<file path="src/rtl/comparator_seq_param.sv">
// Multi-cycle magnitude comparator: compares WIDTH-bit operands MSB-first,
// DIGIT bits per cycle, stopping at the first unequal slice.
module comparator_seq_param #(
  parameter int WIDTH = 16,
  parameter int DIGIT = 4
) (
  input  logic             clk,
  input  logic             rst,
  input  logic             start,
  input  logic             signed_mode,
  input  logic [WIDTH-1:0] a,
  input  logic [WIDTH-1:0] b,
  output logic             busy,
  output logic             done,
  output logic             e,
  output logic             g,
  output logic             l
);

  localparam int N  = WIDTH / DIGIT;
  localparam int IW = (N > 1) ? $clog2(N) : 1;
  localparam logic [IW-1:0]    LAST = IW'(N - 1);
  localparam logic [WIDTH-1:0] MSB  = WIDTH'(1) << (WIDTH - 1);

  localparam logic [0:0] IDLE = 1'b0;
  localparam logic [0:0] CMP  = 1'b1;

  logic [0:0]       state;
  logic [WIDTH-1:0] op_a;
  logic [WIDTH-1:0] op_b;
  logic [IW-1:0]    idx;
  logic             slice_gt;
  logic             slice_lt;

  // Bit-level equality chain across one slice; returns {gt, lt}.
  function automatic logic [1:0] slice_cmp(input logic [DIGIT-1:0] x,
                                           input logic [DIGIT-1:0] y);
    logic eq_chain;
    logic gt;
    logic lt;
    eq_chain = 1'b1;
    gt       = 1'b0;
    lt       = 1'b0;
    for (int j = DIGIT - 1; j >= 0; j--) begin
      gt       = gt | (eq_chain & x[j] & ~y[j]);
      lt       = lt | (eq_chain & ~x[j] & y[j]);
      eq_chain = eq_chain & ~(x[j] ^ y[j]);
    end
    return {gt, lt};
  endfunction

  // Operands are shifted left after each equal slice, so the slice under test
  // always sits at the top of the operand registers.
  always_comb begin
    {slice_gt, slice_lt} = slice_cmp(op_a[WIDTH-1 -: DIGIT], op_b[WIDTH-1 -: DIGIT]);
  end

  // Control FSM, operand shift registers and registered results.
  always_ff @(posedge clk) begin
    if (rst) begin
      state <= IDLE;
      op_a  <= '0;
      op_b  <= '0;
      idx   <= '0;
      busy  <= 1'b0;
      done  <= 1'b0;
      e     <= 1'b0;
      g     <= 1'b0;
      l     <= 1'b0;
    end else begin
      done <= 1'b0;
      case (state)
        IDLE: begin
          if (start) begin
            // Flipping both sign bits maps two's complement onto offset binary.
            op_a  <= a ^ ({WIDTH{signed_mode}} & MSB);
            op_b  <= b ^ ({WIDTH{signed_mode}} & MSB);
            idx   <= '0;
            busy  <= 1'b1;
            state <= CMP;
          end else begin
            state <= IDLE;
          end
        end
        CMP: begin
          if (slice_gt || slice_lt) begin
            g     <= slice_gt;
            l     <= slice_lt;
            e     <= 1'b0;
            done  <= 1'b1;
            busy  <= 1'b0;
            state <= IDLE;
          end else if (idx == LAST) begin
            e     <= 1'b1;
            g     <= 1'b0;
            l     <= 1'b0;
            done  <= 1'b1;
            busy  <= 1'b0;
            state <= IDLE;
          end else begin
            idx   <= idx + IW'(1);
            op_a  <= op_a << DIGIT;
            op_b  <= op_b << DIGIT;
            state <= CMP;
          end
        end
        default: begin
          state <= IDLE;
          busy  <= 1'b0;
        end
      endcase
    end
  end

endmodule

</file>
<file path="config.mk">
export PLATFORM = sky130hd
export DESIGN_NAME = comparator_seq_param
export DESIGN_NICKNAME = d
export VERILOG_FILES = /design/src/rtl/comparator_seq_param.sv
export SDC_FILE = /design/constraint.sdc
export NUM_CORES = 1
export LEC_CHECK = 0
export ABC_AREA = 0
export CAP_MARGIN = 20
export CORE_MARGIN = 4
export CORE_UTILIZATION = 30
export CTS_BUF_LIST = sky130_fd_sc_hd__clkbuf_8
export DETAILED_ROUTE_END_ITERATION = 8
export GPL_TIMING_DRIVEN = 0
export PLACE_DENSITY = 0.61
export SETUP_SLACK_MARGIN = 0.05
export SYNTH_ARGS = -nofsm -noshare
export SYNTH_HDL_FRONTEND = slang
export SYNTH_SLANG_ARGS = --single-unit
</file>
<file path="constraint.sdc">
create_clock -name clk -period 5 [get_ports clk]
set_input_delay 1 -clock clk [delete_from_list [all_inputs] [get_ports clk]]
set_output_delay 1 -clock clk [all_outputs]
set_load 0.1 [all_outputs]
</file>
# Word level (Yosys, flattened, before mapping)
# Index checks and enable logic that the tools add are counted.
dict set report totals {
  regBits 40
  output_inout_bits 5
  in_bits 36
  word_cells 86
}
dict set report classes {
  n_addsub 1
  n_bitwise 39
  muxes 26
  n_eq_ne 5
  n_reduce_logical 6
}
# cell count
set op_table {}
lappend op_table {{16-bit two-way mux} 6}
lappend op_table {{16-bit case mux with 2 select lines} 2}
lappend op_table {{16-bit bitwise XOR} 2}
lappend op_table {{1-bit bitwise AND} 16}
lappend op_table {{1-bit two-way mux} 12}
lappend op_table {{1-bit NOT} 12}
lappend op_table {{2-bit two-way mux} 3}
lappend op_table {{2-bit inequality test, second input constant} 3}
lappend op_table {{1-bit bitwise OR} 6}
lappend op_table {{1-bit case mux with 2 select lines} 2}
lappend op_table {{2-bit case mux with 2 select lines} 1}
lappend op_table {{2-bit AND reduction} 2}
lappend op_table {{3-bit by 1-bit inequality test with 1-bit output, second input constant} 1}
lappend op_table {{3-bit AND reduction} 1}
lappend op_table {{1-bit bitwise XOR} 3}
lappend op_table {{2-bit by 1-bit adder with 2-bit output, second input constant} 1}
lappend op_table {{2-bit == test, second input constant} 1}
lappend op_table {{2-bit nonzero test} 1}
lappend op_table {{2-bit OR reduction} 1}
lappend op_table {{1-bit logical OR} 1}

# Depth between registers and ports, before layout
# Gate-level depths: netlist (run 1).
dict set report logic_depth {
  ltp_word 10
  depth_mapped 8
  depth_no_buf 7
}

# Worst setup path before layout (run 1)
# Ideal clock, no wire load.
dict set report synth_path {
  path_type {flip-flop to flip-flop}
  startpoint {register op_a[15]}
  endpoint {register op_a[10]}
  n_path_buf 1
  synth_period_minus_slack_ns 2.363
  path_stages_with_launch 8
  t_arrival_ns 2.226
  setup_slack_ns 2.637
  setup_time_ns 0.138
  required_time_ns 4.862
  path_cell_list {dfxtp_1 -> inv_1 -> ha_1 -> and3b_1 -> a311o_1 -> o41ai_4 -> clkbuf_1 -> a211oi_1}
}
dict set report synth_via {
  elab_chain_cells 10
  word_cells_on_any_way 28
  classes_between {1 x eq/ne; 25 x bitwise; 2 x reduce/logical}
}
# element line
set synth_lines {}
lappend synth_lines {{start, declared} 29} ;# logic [WIDTH-1:0] op_a;
lappend synth_lines {{start signal, assigned} 76} ;# op_a <= a ^ ({WIDTH{signed_mode}} & MSB);
lappend synth_lines {{start signal, assigned} 102} ;# op_a <= op_a << DIGIT;
lappend synth_lines {{1-bit bitwise XOR} 47} ;# eq_chain = eq_chain & ~(x[j] ^ y[j]);
lappend synth_lines {{1-bit NOT} 47}
lappend synth_lines {{1-bit bitwise AND, on equally long branches (2 in series)} {45, 46, 47}}
lappend synth_lines {{1-bit bitwise OR (tied with other cells) (2 in series)} 45} ;# gt = gt | (eq_chain & x[j] & ~y[j]);
lappend synth_lines {{1-bit bitwise OR, on equally long branches} {45, 46}}
lappend synth_lines {{1-bit logical OR *} 86} ;# if (slice_gt || slice_lt) begin
lappend synth_lines {{2-bit inequality test (no line) *} n/a}
lappend synth_lines {{3-bit AND reduction (no line) *} n/a}
# Every way passes the cells marked *; elsewhere a longest branch is shown, timed or not.
# A chain may end at the register's enable or synchronous reset.

# Worst setup path after layout (run 1)
dict set report layout_path {
  startpoint {input start}
  endpoint {register idx[0]}
}
dict set report layout_via {
  elab_chain_cells 2
}
# element line
set layout_lines {}
lappend layout_lines {{start, declared} 9} ;# input logic start,
lappend layout_lines {{2-bit inequality test (no line)} n/a}
lappend layout_lines {{3-bit AND reduction (no line)} n/a}
lappend layout_lines {{end signal, assigned} 101} ;# idx <= idx + IW'(1);
lappend layout_lines {{end, declared} 31} ;# logic [IW-1:0] idx;
# Every way passes these cells.

==> results of run 1 <==
[report_power, final]
part | total (mW) | internal, mW | switching (mW)
clock | 0.252 | 0.146 | 0.106
sequential | 0.389 | 0.361 | 0.0280
combinational | 0.274 | 0.118 | 0.157
total | 0.916 | 0.625 | 0.291
[Yosys cell counts (3+ instances only)]
library cell and number:
clkbuf_1 12, a211oi_2 5, xnor2_1 4, o21ai_0 3
nand2_1 8, inv_1 3, mux2i_1 23, nor2_1 35
a211oi_1 17, nor2b_1 3, ha_1 3, nand2b_1 4
dfxtp_1 40, a21oi_1 6, a22oi_1 9
[worst max-delay path, stage by stage]
cell	delay, ps
clkdlybuf4s50_1	450
nor2b_1	110
clkbuf_1	440
inv_1	200
o41a_1	210
clkbuf_1	300
mux2i_1	230
nor2_1	50
[final timing paths]
| path | end | cells past startpoint |
|---|---|---|
| max | idx[0] | 8 |
| min | l | 2 |
| max reg2reg | op_b[7] | 7 |
| min reg2reg | l | 2 |
[registers in the layout (all words and copies together) (netlist names)]
register and count:
busy 1, op_a 16, op_b 16, done 1, idx 2, g 1
e 1, l 1, state 1
[layer usage]
metal / vias to the layer above / routed length, um
li1: 786 / -
met2: 33 / 1940
met3: 8 / 239
met5: - / 0
met1: 696 / 2060
met4: 0 / 85
[metrics by stage]
stage	instance area [um^2]	total power [mW]	hold slack (ps)
2_1_floorplan	1840	0.592	449
3_3_place_gp	2320	0.669	444
3_5_place_dp	2320	0.673	452
4_1_cts	2430	0.927	460
5_1_grt	2430	0.974	482
6_report	2430	0.916	459
[cells by family (layout without fill, tap and decap cells)]
logic type / count (synthesis) / in the layout / share of synthesized area (%)
AND/OR/NAND/NOR: 58 / 58 / 14.3
flip-flops: 40 / 40 / 43.6
adder cells (fa/ha/maj): 3 / 3 / 2.04
AO/OA/AOI/OAI: 47 / 47 / 21.0
XOR/XNOR: 5 / 5 / 2.38
buffers and inverters: 18 / 65 / 4.15
multiplexers: 23 / 23 / 12.5
[area by class of cell]
cell class | count | share of cell area [%]
inverters | 3 | 0.463
multi-input cells | 136 | 39.5
plain buffers | 15 | 2.68
clock inverters | 3 | 1.60
well taps | 75 | 3.86
repair buffers | 39 | 16.1
flip-flops and latches | 40 | 33.0
clock buffers | 5 | 2.83
==> flow_summary.ini, run 1 <==
[clock_network]
cts_max_level = 2
cts_resized = 0
cts-root-buf = clkbuf_8
cts_tree = done
clkSlewWorstSetupHoldPaths_ps = 70
cts_buffer_depth = 2
numCtsBuffers = 5
clock_latency_ps = 280
postCtsHoldBufs = 0
clkSinkCount = 40
post_cts_buffers = 0

[drt]
drcViolationCount = 0
wl_per_cell_um = 13.7
vias = 1523
viasPerCell = 4.82
drt-pass1-iter-count = 4
ant_nets = 0
drt_iter0_markers = 80
wirelength_um = 4320

[critical_path]
startpoint_type = input pin
crit_type = input pin to register
worst_r2r_startpoint = op_a[15]
crit_start = start
end_kind = register
crit_arrival_ps = 2990
r2r_slack_ps = 2290
path_max_fanout = 10
cp.required_ps = 5160

[run]
drv_cap = 0

[placement]
place_ws_ps = 1850
io_buffers = 39
gp_congestion = 0.754
dp.cells = 308
dp_hpwl_um = 3170

[timing]
fmax_ghz = 0.353
fin_crit_sh_pct = 56.6
slew_headroom_pct = 35.4
slew_viol_final = 0
fin_worst_skew_ps = 6.50
setup_tns_ps = 0
setup_ws_ps = 2170
setup_viol = 0
period_needed_ps = 2830
tightest_slew_ps = 967
hold_viol = 0
rsz0062_at_grt = false

[finish]
layoutNonFillerInstCount = 316
nets = 279
drive_above_1_share_pct = 6.64
diodes = 0
fin_util_pct = 41.0
area_delta_synth_final_pct = 32.2
layout_common_cells = dfxtp_1, clkdlybuf4s50_1, nor2_1
fillers = 609
multi_input_area_um2 = 961
seq_area_um2 = 801
layout_commonest_cell = dfxtp_1

[synth]
synthTopCellsByArea = dfxtp_1, mux2i_1, nor2_1
avgSynthCellArea_um2 = 9.47
syn_nets = 233
synth.distinct_cells = 31
yosys_warnings = 0
synth-main-ff-cell = dfxtp_1
synth_seq_cells = 40
netlist_area_um2 = 1840
ys_async_sr_fraction_pct = 0
yosysSeqAreaShare_pct = 43.6
synth_area_leader_cell = dfxtp_1
synthCells = 194
netlist.area_leader.share_pct = 43.6
synth_edf_count = 0

[grt]
met1_usage_pct = 16.4
grt_max_degree = 13
antenna_found_initial = 0
grt_busiest_layer = met2
groute.layer.met3.usage_pct = 3.04
gr-usage-met2_pct = 19.6
grt_usage_pct = 12.3
grt_pass1_vias = 1479
grt.overflow.total = 0
grt_pass1_wl_um = 7220

[floorplanning]
dieWidth_um = 86.3
io_pins = 41
coreArea_um2 = 5920
die_y_um = 86.3
num_rows = 28
die_area_um2 = 7440
start_util_pct = 31.0

[pwr]
ir_drop_uv = 160
power.density_nw_per_um2 = 377
power_leakage_nw = 0.880

[min_path]
hp-class = register to register
hold_start = l

[status]
status = complete, no violations
(Power assumes the default switching activity.)
==> inputs of run 2 (changes only) <==
--- a/config.mk
+++ b/config.mk
@@ -12,7 +12,7 @@
 export CTS_BUF_LIST = sky130_fd_sc_hd__clkbuf_8
 export DETAILED_ROUTE_END_ITERATION = 8
 export GPL_TIMING_DRIVEN = 0
-export PLACE_DENSITY = 0.61
+export PLACE_DENSITY = 0.63
 export SETUP_SLACK_MARGIN = 0.05
 export SYNTH_ARGS = -nofsm -noshare
 export SYNTH_HDL_FRONTEND = slang
==> constraint.sdc (replaced) <==
create_clock -name clk -period 2.6 [get_ports clk]
set_input_delay 0.52 -clock clk [delete_from_list [all_inputs] [get_ports clk]]
set_output_delay 0.52 -clock clk [all_outputs]
set_load 0.1 [all_outputs]
==> flow_summary.ini, run 2 (synthesis results as in run 1) <==
[critical_path]
crit_arrival_ps = 2570
end_kind = register
crit_type = register to register
cp_slowest_stage_delay_ps = 490
path_max_fanout = 10
crit_start = op_a[15]
r2r_slack_ps = 190
worst_r2r_startpoint = op_a[15]
endpoint = op_a[3]
regToRegEndpoint = op_a[3]
cp.required_ps = 2760
startpoint_type = register
cpMaxStageDelayCell = o41a_1
worstRegToRegCells = 8
crit_chain = inv_1 > ha_1 > and3b_1 > a311o_2 > o41a_1 > buf_4 > a22oi_1 > nor2_1

[timing]
slew_viol_final = 0
setup_viol = 0
fin_worst_skew_ps = 4.46
slew_headroom_pct = 34.4
rsz0062_at_grt = false
hold_viol = 0
fin_crit_sh_pct = 92.9
tightest_slew_ps = 981
fmax_ghz = 0.414
setup_tns_ps = 0
period_needed_ps = 2410

[pwr]
ir_drop_uv = 365
power_mw = 1.67
power.density_nw_per_um2 = 687
power_leakage_nw = 0.883

[min_path]
hp-class = register to register

[grt]
grt_pass1_vias = 1487
grt_usage_pct = 12.4
grt_max_degree = 11
grt_pass1_wl_um = 7180
grt.overflow.total = 0
antenna_found_initial = 0

[floorplanning]
num_rows = 28
die_y_um = 86.3
coreArea_um2 = 5920
dieWidth_um = 86.3
io_pins = 41
die_area_um2 = 7440
start_util_pct = 31.0

[placement]
gp_congestion = 0.746
io_buffers = 39
dp_hpwl_um = 3190
dp.cells = 308

[run]
drv_cap = 0

[clock_network]
cts_buffer_depth = 2
clkSinkCount = 40
cts_max_level = 2
clock_latency_ps = 280
cts-root-buf = clkbuf_8
numCtsBuffers = 5
postCtsHoldBufs = 0
clkSlewWorstSetupHoldPaths_ps = 70
cts_tree = done

[drt]
wirelength_um = 4420
vias = 1530
drcViolationCount = 0
ant_nets = 0
viasPerCell = 4.84
wl_per_cell_um = 14.0
drt_iter0_markers = 54
drt-pass1-iter-count = 4

[finish]
fillers = 610
nets = 282
fin_util_pct = 41.0
drive_above_1_share_pct = 8.71
area_delta_synth_final_pct = 32.1
diodes = 0
top_regs = op_a (16), op_b (16), idx (2)
layout_commonest_cell = dfxtp_1
layout_common_cells = dfxtp_1, clkdlybuf4s50_1, nor2_1
layoutNonFillerInstCount = 316

[status]
status = complete, no violations
==> run 2: changes by cell type in the layout (fill, tap and decap cells not counted), sizes merged <==
cell    before  now
clkbuf      17   16
clkinv       1    0
bufinv       1    0
inv          4    3
buf          3    7
==> run 2: metal layers <==
| metal | routed length, um | vias to the layer above | GRT usage (%) |
|---|---|---|---|
| met1 | 2020 | 703 | 15.5 |
| met5 | 0 | - | 0 |
| met3 | 190 | 6 | 3.42 |
| met4 | 52 | 0 | 3.82 |
| met2 | 2160 | 26 | 20.8 |
| li1 | - | 795 | - |
==> run 2: worst min path at each step <==
stage / start / end / cells past startpoint
floorplan: op_b[15] / op_b[15] / 2
global placement: l / l / 2
detailed placement: l / l / 2
CTS: l / l / 2
global route: op_a[15] / op_a[15] / 2
finish: l / l / 2
==> run 2: cell type report <==
| cell class | count | area (um^2) | area share, % |
|---|---|---|---|
| multi-input combinational | 136 | 970 | 39.9 |
| buffer | 15 | 70.1 | 2.89 |
| tap | 75 | 93.8 | 3.87 |
| clock buffer | 5 | 68.8 | 2.84 |
| inverter | 3 | 11.3 | 0.464 |
| timing repair buffer | 42 | 413 | 17.0 |
| sequential | 40 | 801 | 33.0 |
==> run 2: where the power goes <==
group	internal (mW)	total, mW	switching [mW]
clock	0.173	0.365	0.192
sequential	0.695	0.749	0.0544
combinational	0.243	0.554	0.311
total	1.11	1.67	0.558
==> run 2: what timing repair did <==
action | 4_1_cts | 5_1_grt
setup buffers | 3 | 0
pin swaps | 1 | 0
endpoints found under the setup margin | 31 | 11
gates resized for setup | 2 | 5
gates cloned | 0 | 0
==> run 2: critical path: cells and delay by family, from the launching register on <==
family          cells  cell delay, ps
compound gates      3            1080
buf+inv             2             260
fa+ha+maj           1             340
flops               1             360
simple gates        2             230
==> run 2: per-stage QoR <==
| step | setup slack [ps] | hold WS (ps) | area [um^2] |
|---|---|---|---|
| 2_1_floorplan | 237 | 449 | 1840 |
| 3_3_place_gp | -166 | 447 | 2320 |
| 3_5_place_dp | -184 | 456 | 2320 |
| 4_1_cts | 84.8 | 465 | 2420 |
| 5_1_grt | 46.9 | 498 | 2430 |
| 6_report | 186 | 459 | 2430 |
